--- config.mk ---
export PLATFORM = sky130hd
export DESIGN_NAME = stream_deframer
export DESIGN_NICKNAME = d
export VERILOG_FILES = /design/src/rtl/stream_deframer.sv
export SDC_FILE = /design/constraint.sdc
export NUM_CORES = 1
export LEC_CHECK = 0
export BUFFER_PORTS_ARGS = -buffer_cell sky130_fd_sc_hd__buf_2
export CORE_AREA = 10 10 61 112
export DETAILED_ROUTE_END_ITERATION = 16
export DIE_AREA = 0 0 71 122
export PLACE_DENSITY_LB_ADDON = 0.25
export SLEW_MARGIN = 20
export SYNTH_ARGS = -nofsm -noshare
export SYNTH_HDL_FRONTEND = slang
export SYNTH_SLANG_ARGS = --single-unit
--- constraint.sdc ---
create_clock -name clk_i -period 2.7 [get_ports clk_i]
set_input_delay 0.54 -clock clk_i [delete_from_list [all_inputs] [get_ports clk_i]]
set_output_delay 0.54 -clock clk_i [all_outputs]
set_load 0.1 [all_outputs]
--- src/rtl/stream_deframer.sv ---
// stream_deframer: byte-stream deframer between the receive-side skid buffer
// and the pixel unpacker. Each frame is packet_len_bytes_p payload bytes
// followed by a two-byte tail (tail_byte_0_p, tail_byte_1_p). Payload bytes
// pass through a one-stage registered handshake, and last_o marks the final
// payload byte. Tail bytes are stripped. After a bad tail, bytes are dropped
// until the next valid tail so that downstream image geometry stays aligned.
// Optional feature macro: STREAM_DEFRAMER_TIMEOUT_EN adds an idle timeout
// that abandons a partial frame and starts hunting for the next tail.
module stream_deframer #(
  parameter int unsigned         width_p            = 8,
  parameter int unsigned         packet_len_bytes_p = 9600,
  parameter logic [width_p-1:0]  tail_byte_0_p      = width_p'(8'h0D),
  parameter logic [width_p-1:0]  tail_byte_1_p      = width_p'(8'h0A),
  parameter int unsigned         timeout_cycles_p   = 1000000
) (
  input  logic               clk_i,
  input  logic               reset_i,
  input  logic               valid_i,
  input  logic [width_p-1:0] data_i,
  output logic               ready_o,
  output logic               valid_o,
  output logic [width_p-1:0] data_o,
  output logic               last_o,
  input  logic               ready_i,
  output logic               frame_done_o,
  output logic               sync_err_o,
  output logic [15:0]        frame_count_o,
  output logic [7:0]         err_count_o
);

  localparam int unsigned      CntW    = (packet_len_bytes_p > 1) ? $clog2(packet_len_bytes_p) : 1;
  localparam logic [CntW-1:0]  LastIdx = CntW'(packet_len_bytes_p - 1);

  typedef enum logic [2:0] {
    ST_PAYLOAD = 3'd0,
    ST_TAIL0   = 3'd1,
    ST_TAIL1   = 3'd2,
    ST_HUNT0   = 3'd3,
    ST_HUNT1   = 3'd4
  } state_t;

  state_t             r_state;
  state_t             w_state_nxt;
  logic [CntW-1:0]    r_cnt;
  logic [CntW-1:0]    w_cnt_nxt;

  logic               r_valid;
  logic [width_p-1:0] r_data;
  logic               r_last;
  logic               r_frame_done;
  logic               r_sync_err;
  logic [15:0]        r_frame_cnt;
  logic [7:0]         r_err_cnt;

  logic               w_ready;
  logic               w_acc;
  logic               w_load;
  logic               w_last_nxt;
  logic               w_done;
  logic               w_err;
  logic               w_timeout;

  // The output register may take a new byte when empty or draining this cycle.
  assign w_ready = ~r_valid | ready_i;
  assign w_acc   = valid_i & w_ready;

`ifdef STREAM_DEFRAMER_TIMEOUT_EN
  localparam int unsigned      IdleW    = (timeout_cycles_p > 1) ? $clog2(timeout_cycles_p + 1) : 1;
  localparam logic [IdleW-1:0] IdleLast = IdleW'(timeout_cycles_p - 1);

  logic [IdleW-1:0] r_idle;
  logic             w_idle_cond;

  // Idle time only matters once a frame is under way; fresh-frame PAYLOAD and HUNT0 wait forever.
  assign w_idle_cond = ~valid_i & (r_state != ST_HUNT0) &
                       ((r_state != ST_PAYLOAD) | (r_cnt != '0));
  assign w_timeout   = w_idle_cond & (r_idle == IdleLast);

  // Idle-cycle counter, cleared by any accepted byte or by the timeout itself.
  always_ff @(posedge clk_i or negedge reset_i) begin
    if (!reset_i) begin
      r_idle <= '0;
    end else if (w_acc | w_timeout) begin
      r_idle <= '0;
    end else if (w_idle_cond) begin
      r_idle <= r_idle + 1'b1;
    end
  end
`else
  logic w_unused_timeout;

  assign w_timeout        = 1'b0;
  assign w_unused_timeout = (timeout_cycles_p == 0);
`endif

  // Next-state, byte counter and event decode for the framing FSM.
  always_comb begin
    w_state_nxt = r_state;
    w_cnt_nxt   = r_cnt;
    w_load      = 1'b0;
    w_last_nxt  = 1'b0;
    w_done      = 1'b0;
    w_err       = 1'b0;
    case (r_state)
      ST_PAYLOAD: begin
        if (w_acc) begin
          w_load = 1'b1;
          if (r_cnt == LastIdx) begin
            w_last_nxt  = 1'b1;
            w_cnt_nxt   = '0;
            w_state_nxt = ST_TAIL0;
          end else begin
            w_cnt_nxt = r_cnt + 1'b1;
          end
        end
      end
      ST_TAIL0: begin
        if (w_acc) begin
          if (data_i == tail_byte_0_p) begin
            w_state_nxt = ST_TAIL1;
          end else begin
            w_err       = 1'b1;
            w_state_nxt = ST_HUNT0;
          end
        end
      end
      ST_TAIL1: begin
        if (w_acc) begin
          if (data_i == tail_byte_1_p) begin
            w_done      = 1'b1;
            w_state_nxt = ST_PAYLOAD;
          end else begin
            w_err = 1'b1;
            // A stray first tail byte may itself start the real tail.
            w_state_nxt = (data_i == tail_byte_0_p) ? ST_HUNT1 : ST_HUNT0;
          end
        end
      end
      ST_HUNT0: begin
        if (w_acc && (data_i == tail_byte_0_p)) begin
          w_state_nxt = ST_HUNT1;
        end
      end
      ST_HUNT1: begin
        if (w_acc) begin
          if (data_i == tail_byte_1_p) begin
            w_cnt_nxt   = '0;
            w_state_nxt = ST_PAYLOAD;
          end else if (data_i != tail_byte_0_p) begin
            w_state_nxt = ST_HUNT0;
          end
        end
      end
      default: begin
        w_cnt_nxt   = '0;
        w_state_nxt = ST_PAYLOAD;
      end
    endcase
    // A timeout only fires with valid_i low, so it never collides with an accepted byte.
    if (w_timeout) begin
      w_err       = 1'b1;
      w_cnt_nxt   = '0;
      w_state_nxt = ST_HUNT0;
    end
  end

  // FSM state and payload byte counter.
  always_ff @(posedge clk_i or negedge reset_i) begin
    if (!reset_i) begin
      r_state <= ST_PAYLOAD;
      r_cnt   <= '0;
    end else begin
      r_state <= w_state_nxt;
      r_cnt   <= w_cnt_nxt;
    end
  end

  // Output register: loads payload bytes only, holds while stalled, empties after transfer.
  always_ff @(posedge clk_i or negedge reset_i) begin
    if (!reset_i) begin
      r_valid <= 1'b0;
      r_data  <= '0;
      r_last  <= 1'b0;
    end else if (w_load) begin
      r_valid <= 1'b1;
      r_data  <= data_i;
      r_last  <= w_last_nxt;
    end else if (ready_i) begin
      r_valid <= 1'b0;
    end
  end

  // Single-cycle event pulses.
  always_ff @(posedge clk_i or negedge reset_i) begin
    if (!reset_i) begin
      r_frame_done <= 1'b0;
      r_sync_err   <= 1'b0;
    end else begin
      r_frame_done <= w_done;
      r_sync_err   <= w_err;
    end
  end

  // Good-frame count wraps; error count saturates so it never reads as a small value again.
  always_ff @(posedge clk_i or negedge reset_i) begin
    if (!reset_i) begin
      r_frame_cnt <= '0;
      r_err_cnt   <= '0;
    end else begin
      if (w_done) begin
        r_frame_cnt <= r_frame_cnt + 16'd1;
      end
      if (w_err && (r_err_cnt != 8'hFF)) begin
        r_err_cnt <= r_err_cnt + 8'd1;
      end
    end
  end

  assign ready_o       = w_ready;
  assign valid_o       = r_valid;
  assign data_o        = r_data;
  assign last_o        = r_last;
  assign frame_done_o  = r_frame_done;
  assign sync_err_o    = r_sync_err;
  assign frame_count_o = r_frame_cnt;
  assign err_count_o   = r_err_cnt;

endmodule

==> Word-level counts from Yosys, hierarchy flattened <==
Index checks and enable logic that the tools add are counted.
{ "word_totals": {"ff_bits": 53, "input_bits": 12, "out_inout_bits": 37, "wordCells": 72} }
{ "op_classes": {"n_addsub": 3, "n_eq_ne": 17, "muxes": 32, "bitwise": 4, "n_reduce_logical": 7} }
{ "op_table": {"columns": ["op", "n"], "rows": [
  ["$mux 14", 4],
  ["$pmux 14 s3", 1],
  ["$mux 3", 10],
  ["$add 16x1->16 const B", 1],
  ["$eq 8x4->1 const B", 2],
  ["$mux 1", 15],
  ["$pmux 3 s5", 1],
  ["$add 14x1->14 const B", 1],
  ["$eq 14x14->1 const B", 1],
  ["$ne 2x2->1 const B", 7],
  ["$add 8x1->8 const B", 1],
  ["$ne 8x4->1 const B", 1],
  ["$ne 8x8->1 const B", 1],
  ["$reduce_and 7->1", 1],
  ["$eq 3x2->1 const B", 2],
  ["$reduce_and 4->1", 1],
  ["$eq 3x1->1 const B", 1],
  ["$eq 3x3->1 const B", 1],
  ["$logic_not 3->1", 1],
  ["$ne 3x3->1 const B", 1],
  ["$reduce_or 3->1", 1],
  ["$logic_and 1x1->1", 2],
  ["$not 1->1", 2],
  ["$pmux 1 s2", 1],
  ["other kinds (3)", 3]
]} }

==> Logic depth before layout (Yosys ltp) <==
{ "depth": {"ltp_word": 6, "ltp_mapped": 7, "depth_no_buf": 6} }

==> Worst setup path before layout <==
Ideal clock, no wire load.
{ "synth_path": {"path_type": "reg-to-reg", "startpoint": "register r_valid, in the netlist valid_o", "endpoint": "register r_data[0], in the netlist data_o[0]", "setup_ns": 0.126, "arrival_ns": 2.892, "required_time_ns": 2.574, "slack_ns": -0.318, "path_stages_with_launch": 5, "n_path_buf": 1, "period_less_slack_ns": 3.018, "path_cell_list": "dfrtp_1 -> nand2b_1 -> nand3_1 -> buf_1 -> mux2_2"} }
{ "synth_between": {"elab_chain_len": 5} }
{ "synth_lines": {"columns": ["element", "line", "rtl"], "rows": [
  ["start, declared", "47", "logic r_valid;"],
  ["start signal, assigned", "181", "r_valid <= 1'b0;"],
  ["start signal, assigned", "185", "r_valid <= 1'b1;"],
  ["start signal, assigned", "189", "r_valid <= 1'b0;"],
  ["$not 1->1", "64", "assign w_ready = ~r_valid | ready_i;"],
  ["$or 1x1->1", "64", null],
  ["via ready_o", "20", "output logic ready_o,"],
  ["$and 1x1->1", "65", "assign w_acc = valid_i & w_ready;"],
  ["$mux 1", "106", "if (w_acc) begin"],
  ["$mux 1", "104", "case (r_state)"],
  ["end signal, assigned", "186", "r_data <= data_i;"],
  ["end, declared", "48", "logic [width_p-1:0] r_data;"]
]} }
The timed path passes the listed nets, and every way through them passes these cells.
A chain may end at the register's enable or synchronous reset.

==> Final worst setup path <==
{ "layout_path": {"startpoint": "register r_cnt[11]", "endpoint": "register r_cnt[13]"} }
{ "layout_between": {"elab_chain_len": 4, "word_cells_on_any_way": 5, "cone_classes": "add/sub: 1; eq/ne: 1; mux: 3"} }
{ "layout_lines": {"columns": ["element", "line", "rtl"], "rows": [
  ["start, declared", "44", "logic [CntW-1:0] r_cnt;"],
  ["start signal, assigned", "174", "r_cnt <= w_cnt_nxt;"],
  ["$add 14x1->14 or $eq 14x14->1 (tied branches)", "113, 108", null],
  ["$mux 14 (*)", "108", "if (r_cnt == LastIdx) begin"],
  ["$mux 14 (*)", "106", null],
  ["$pmux 14 s3 (*)", "104", null]
]} }
Every way passes the cells marked *; elsewhere a longest branch is shown, timed or not. The select of a mux whose other input is x is not followed.

==> impl_table.tex <==
\begin{tabular}{lr}
\hline
Metric & Value \\
\hline
\multicolumn{2}{l}{\textbf{Status}} \\
\quad Result of the run & completed \\
\multicolumn{2}{l}{\textbf{Detailed routing}} \\
\quad Iter 0 DRT Violations & 131 \\
\quad \# DRC & 0 \\
\quad Antenna-violating nets left & 0 \\
\quad Via density per instance & 5.88 \\
\quad First drt pass iteration count & 4 \\
\quad Drt wl/cell & 17.7 microns \\
\quad Vias post-DR & 2139 \\
\quad Total routed wirelength & 6440 microns \\
\multicolumn{2}{l}{\textbf{CTS}} \\
\quad Source-to-sink clock delay at the later pin of the worst-skew pair & 320 ps \\
\quad CTS H-Tree Depth & 2 \\
\quad CTS tree & built \\
\quad Maximum number of buffers from clock root to sink & 2 \\
\quad Number of setup buffers added after CTS & 0 \\
\quad Count of cells resized by post-cts repair & 0 \\
\quad Number of buffers added by the clock tree synthesis step & 5 \\
\quad Clock Pin Slew Worst Setup and Hold Paths & 90 ps \\
\quad Clk Tree Root Cell & sky130\_fd\_sc\_hd\_\_clkbuf\_8 \\
\quad Cts-stage hold buffer count & 0 \\
\quad Number of sinks handled by clock tree synthesis & 53 \\
\multicolumn{2}{l}{\textbf{Final layout}} \\
\quad ANT cells & 0 \\
\quad Relative area change from synthesis to final layout & 15.3\% \\
\quad Final nets & 321 \\
\quad Non-Filler Instances & 364 \\
\quad Share of cells above drive strength 1 & 26.8\% \\
\quad Top library cells by usage in the layout, fill and taps aside & sky130\_fd\_sc\_hd\_\_dfrtp\_1 (53), sky130\_fd\_sc\_hd\_\_buf\_2 (48), sky130\_fd\_sc\_hd\_\_nand2\_1 (25), sky130\_fd\_sc\_hd\_\_nand3\_1 (15), sky130\_fd\_sc\_hd\_\_nor2\_1 (14) \\
\quad Final instance area & 3070 sq um \\
\quad Most common cell after layout, fill and taps aside & sky130\_fd\_sc\_hd\_\_dfrtp\_1 \\
\quad Filler instances & 466 \\
\quad Core utilization of the finished layout & 60.3\% \\
\multicolumn{2}{l}{\textbf{Placed design}} \\
\quad Worst Setup Slack post-DPL & 404 ps \\
\quad Weighted congestion at the end of routability-driven global placement & 0.805 \\
\quad HPWL reported at the end of detailed placement & 4980 microns \\
\quad Port Buffers & 48 \\
\quad Instance count after placement with tap cells included & 357 \\
\quad Total cell area at the placement stage & 2980 sq um \\
\multicolumn{2}{l}{\textbf{Power and ir drop}} \\
\quad Ratio of total power to cell area & 1010 nW/um\^{}2 \\
\quad Leakage component of the power & 1.50 nW \\
\quad Largest vdd supply drop & 0.00132 V \\
\multicolumn{2}{l}{\textbf{STA}} \\
\quad Endpoints failing hold & 0 \\
\quad Minimum clock period after layout & 2070 ps \\
\quad Maximum achievable frequency & 484 MHz \\
\quad Number of max-slew violations in the final report & 0 \\
\quad Setup\_tns & 0 ps \\
\quad Unrepaired setup endpoints after global routing & false \\
\quad Worst Slack Setup Final & 634 ps \\
\quad Final worst path period share & 76.5\% \\
\quad Setup violations, final & 0 \\
\quad Tightest slew margin relative to the limit & 60.6\% \\
\quad Transition at the pin with the smallest max-transition slack & 591 ps \\
\quad Setup skew after layout & 11.8 ps \\
\multicolumn{2}{l}{\textbf{Critical path}} \\
\quad Worst r2r src & r\_cnt[11] \\
\quad Worst-path maximum fanout & 12 \\
\quad FF-to-FF setup slack & 630 ps \\
\quad Kind of end point of the critical path & flip-flop \\
\quad Worst r2r dst & r\_cnt[13] \\
\quad Data arrival time at the worst-slack endpoint & 2280 ps \\
\quad Kind of start point of the critical path & flip-flop \\
\quad Required time at the worst-slack endpoint & 2910 ps \\
\quad Type of the worst setup path & flip-flop to flip-flop \\
\quad Worst reg-to-reg path cell count & 5 \\
\multicolumn{2}{l}{\textbf{GRT}} \\
\quad Vias in the first global route & 2230 \\
\quad Global-route wire length before repair & 10400 microns \\
\quad Number of antenna violations at the first check in global routing & 0 \\
\quad Overall overflow remaining after global route & 0 \\
\quad Total global routing track utilization & 14.9\% \\
\quad Largest net degree at the start of global routing & 48 \\
\multicolumn{2}{l}{\textbf{Logic synthesis}} \\
\quad Total standard cell area after synthesis & 2660 sq um \\
\quad Primary FF master, synth & sky130\_fd\_sc\_hd\_\_dfrtp\_1 \\
\quad Area share of the leading cell type in the synthesized netlist & 49.8\% \\
\quad Post-synthesis sequential element count & 53 \\
\quad Fraction of registers with async set or reset after synthesis & 100\% \\
\quad Cells after Synth & 253 \\
\quad Dominant cells by area after synthesis & sky130\_fd\_sc\_hd\_\_dfrtp\_1 (50\%), sky130\_fd\_sc\_hd\_\_xor2\_1 (4.3\%), sky130\_fd\_sc\_hd\_\_nand2\_1 (3.5\%) \\
\quad Cell type with the largest total area after synthesis & sky130\_fd\_sc\_hd\_\_dfrtp\_1 \\
\quad Number of warnings issued by yosys & 0 \\
\quad Proportion of synthesized chip area in sequential cells & 49.8\% \\
\quad Count of different cell masters after synthesis & 52 \\
\quad Net count after synthesis & 268 \\
\quad Synth Area per Inst & 10.5 sq um \\
\quad Post-synth EDFFs & 0 \\
\multicolumn{2}{l}{\textbf{Floorplanning}} \\
\quad Die width & 71 microns \\
\quad Placeable Area & 5090 sq um \\
\quad \# IOs & 49 \\
\quad Row count & 37 \\
\quad Die outline area & 8660 sq um \\
\quad Effective utilization at floorplan & 52.3\% \\
\quad Die outline height & 122 microns \\
\multicolumn{2}{l}{\textbf{Min path}} \\
\quad Worst hold path class & input port to asynchronous set/reset pin \\
\multicolumn{2}{l}{\textbf{Flow run}} \\
\quad Number of maximum-capacitance violations & 0 \\
\hline
\end{tabular}
## flip-flops by register name (all words and copies together) (netlist names)
signal / cells
data_o: 8
err_count_o: 8
frame_count_o: 16
frame_done_o: 1
last_o: 1
r_cnt: 14
r_state: 3
sync_err_o: 1
valid_o: 1
## cell type report
type                       instances  area (sq um)  area share [%]
inverter                           6          22.5           0.734
tap                               58          72.6            2.36
sequential                        53          1330            43.2
clock inverter                     1          7.51           0.245
timing repair buffer              53           278            9.05
clock buffer                       6          82.6            2.69
multi-input combinational        187          1280            41.7
## how the worst max path moves through the flow
stage / from / endpoint / slack, ps / cells past startpoint
6_report: r_cnt[11] / r_cnt[13] / 630 / 5
5_1_grt: data_i[0] / frame_count_o[12] / 500 / 6
4_1_cts: r_cnt[11] / r_cnt[10] / 620 / 5
3_5_place_dp: data_i[5] / frame_count_o[10] / 400 / 6
3_3_place_gp: data_i[5] / frame_count_o[12] / 420 / 6
2_1_floorplan: valid_o / data_o[0] / 50 / 4
## worst max-delay path: stages (launching register included)
cell and delay, ps:
sky130_fd_sc_hd__dfrtp_1 420, sky130_fd_sc_hd__or4b_4 570, sky130_fd_sc_hd__nor4_4 260, sky130_fd_sc_hd__or2_1 430, sky130_fd_sc_hd__nor3b_1 120, sky130_fd_sc_hd__a21o_1 170
## per-stage QoR
step / hold slack, ps / total power [mW]
CTS: 30.3 / 3.11
finish: 33.1 / 3.09
floorplan: 244 / 2.35
global route: 31.6 / 3.23
global placement: 372 / 2.63
detailed placement: 374 / 2.65
## power breakdown
| part | internal (mW) | switching [mW] | total (mW) |
|---|---|---|---|
| logic | 0.332 | 1.20 | 1.53 |
| registers | 0.942 | 0.152 | 1.09 |
| clock network | 0.203 | 0.258 | 0.461 |
| total | 1.48 | 1.61 | 3.09 |
## cells in the mapped netlist (3+ instances only)
cell type / n
sky130_fd_sc_hd__dfrtp_1: 53
sky130_fd_sc_hd__o21bai_1: 3
sky130_fd_sc_hd__or2_1: 3
sky130_fd_sc_hd__xor2_1: 13
sky130_fd_sc_hd__nor2_1: 14
sky130_fd_sc_hd__or3_1: 5
sky130_fd_sc_hd__a31oi_1: 4
sky130_fd_sc_hd__ha_1: 3
sky130_fd_sc_hd__xnor2_1: 9
sky130_fd_sc_hd__mux2_2: 8
sky130_fd_sc_hd__nand4_1: 6
sky130_fd_sc_hd__nor3_1: 7
sky130_fd_sc_hd__o31ai_1: 6
sky130_fd_sc_hd__nand3_1: 15
sky130_fd_sc_hd__nor3b_1: 3
sky130_fd_sc_hd__mux2_1: 4
sky130_fd_sc_hd__inv_1: 4
sky130_fd_sc_hd__nand2_1: 25
sky130_fd_sc_hd__o21ai_0: 6
sky130_fd_sc_hd__nor4_1: 5
sky130_fd_sc_hd__clkbuf_1: 3
sky130_fd_sc_hd__and3_1: 8
sky130_fd_sc_hd__a21oi_1: 3
sky130_fd_sc_hd__a21o_1: 3
sky130_fd_sc_hd__o21ai_1: 8
## layer usage
metal  track usage [%]  vias up  part of all wire [%]
met1              13.3     1050                    35
met2              29.1       51                    58
met4              7.66        0                   3.6
li1                  -     1018                     -
met5                 0        -                     0
met3              3.66       20                   3.4
## logic make-up (layout without fill, tap and decap cells)
family,count (synthesis),in the layout,synth area share [%]
compound gates,42,42,10.7
xor+xnor,22,22,7.24
buf+inv,13,66,2.21
mux,12,12,5.08
simple gates,108,108,23.5
fa+ha+maj,3,3,1.41
flops,53,53,49.8
Note: power is estimated with default switching activity, not from simulation.
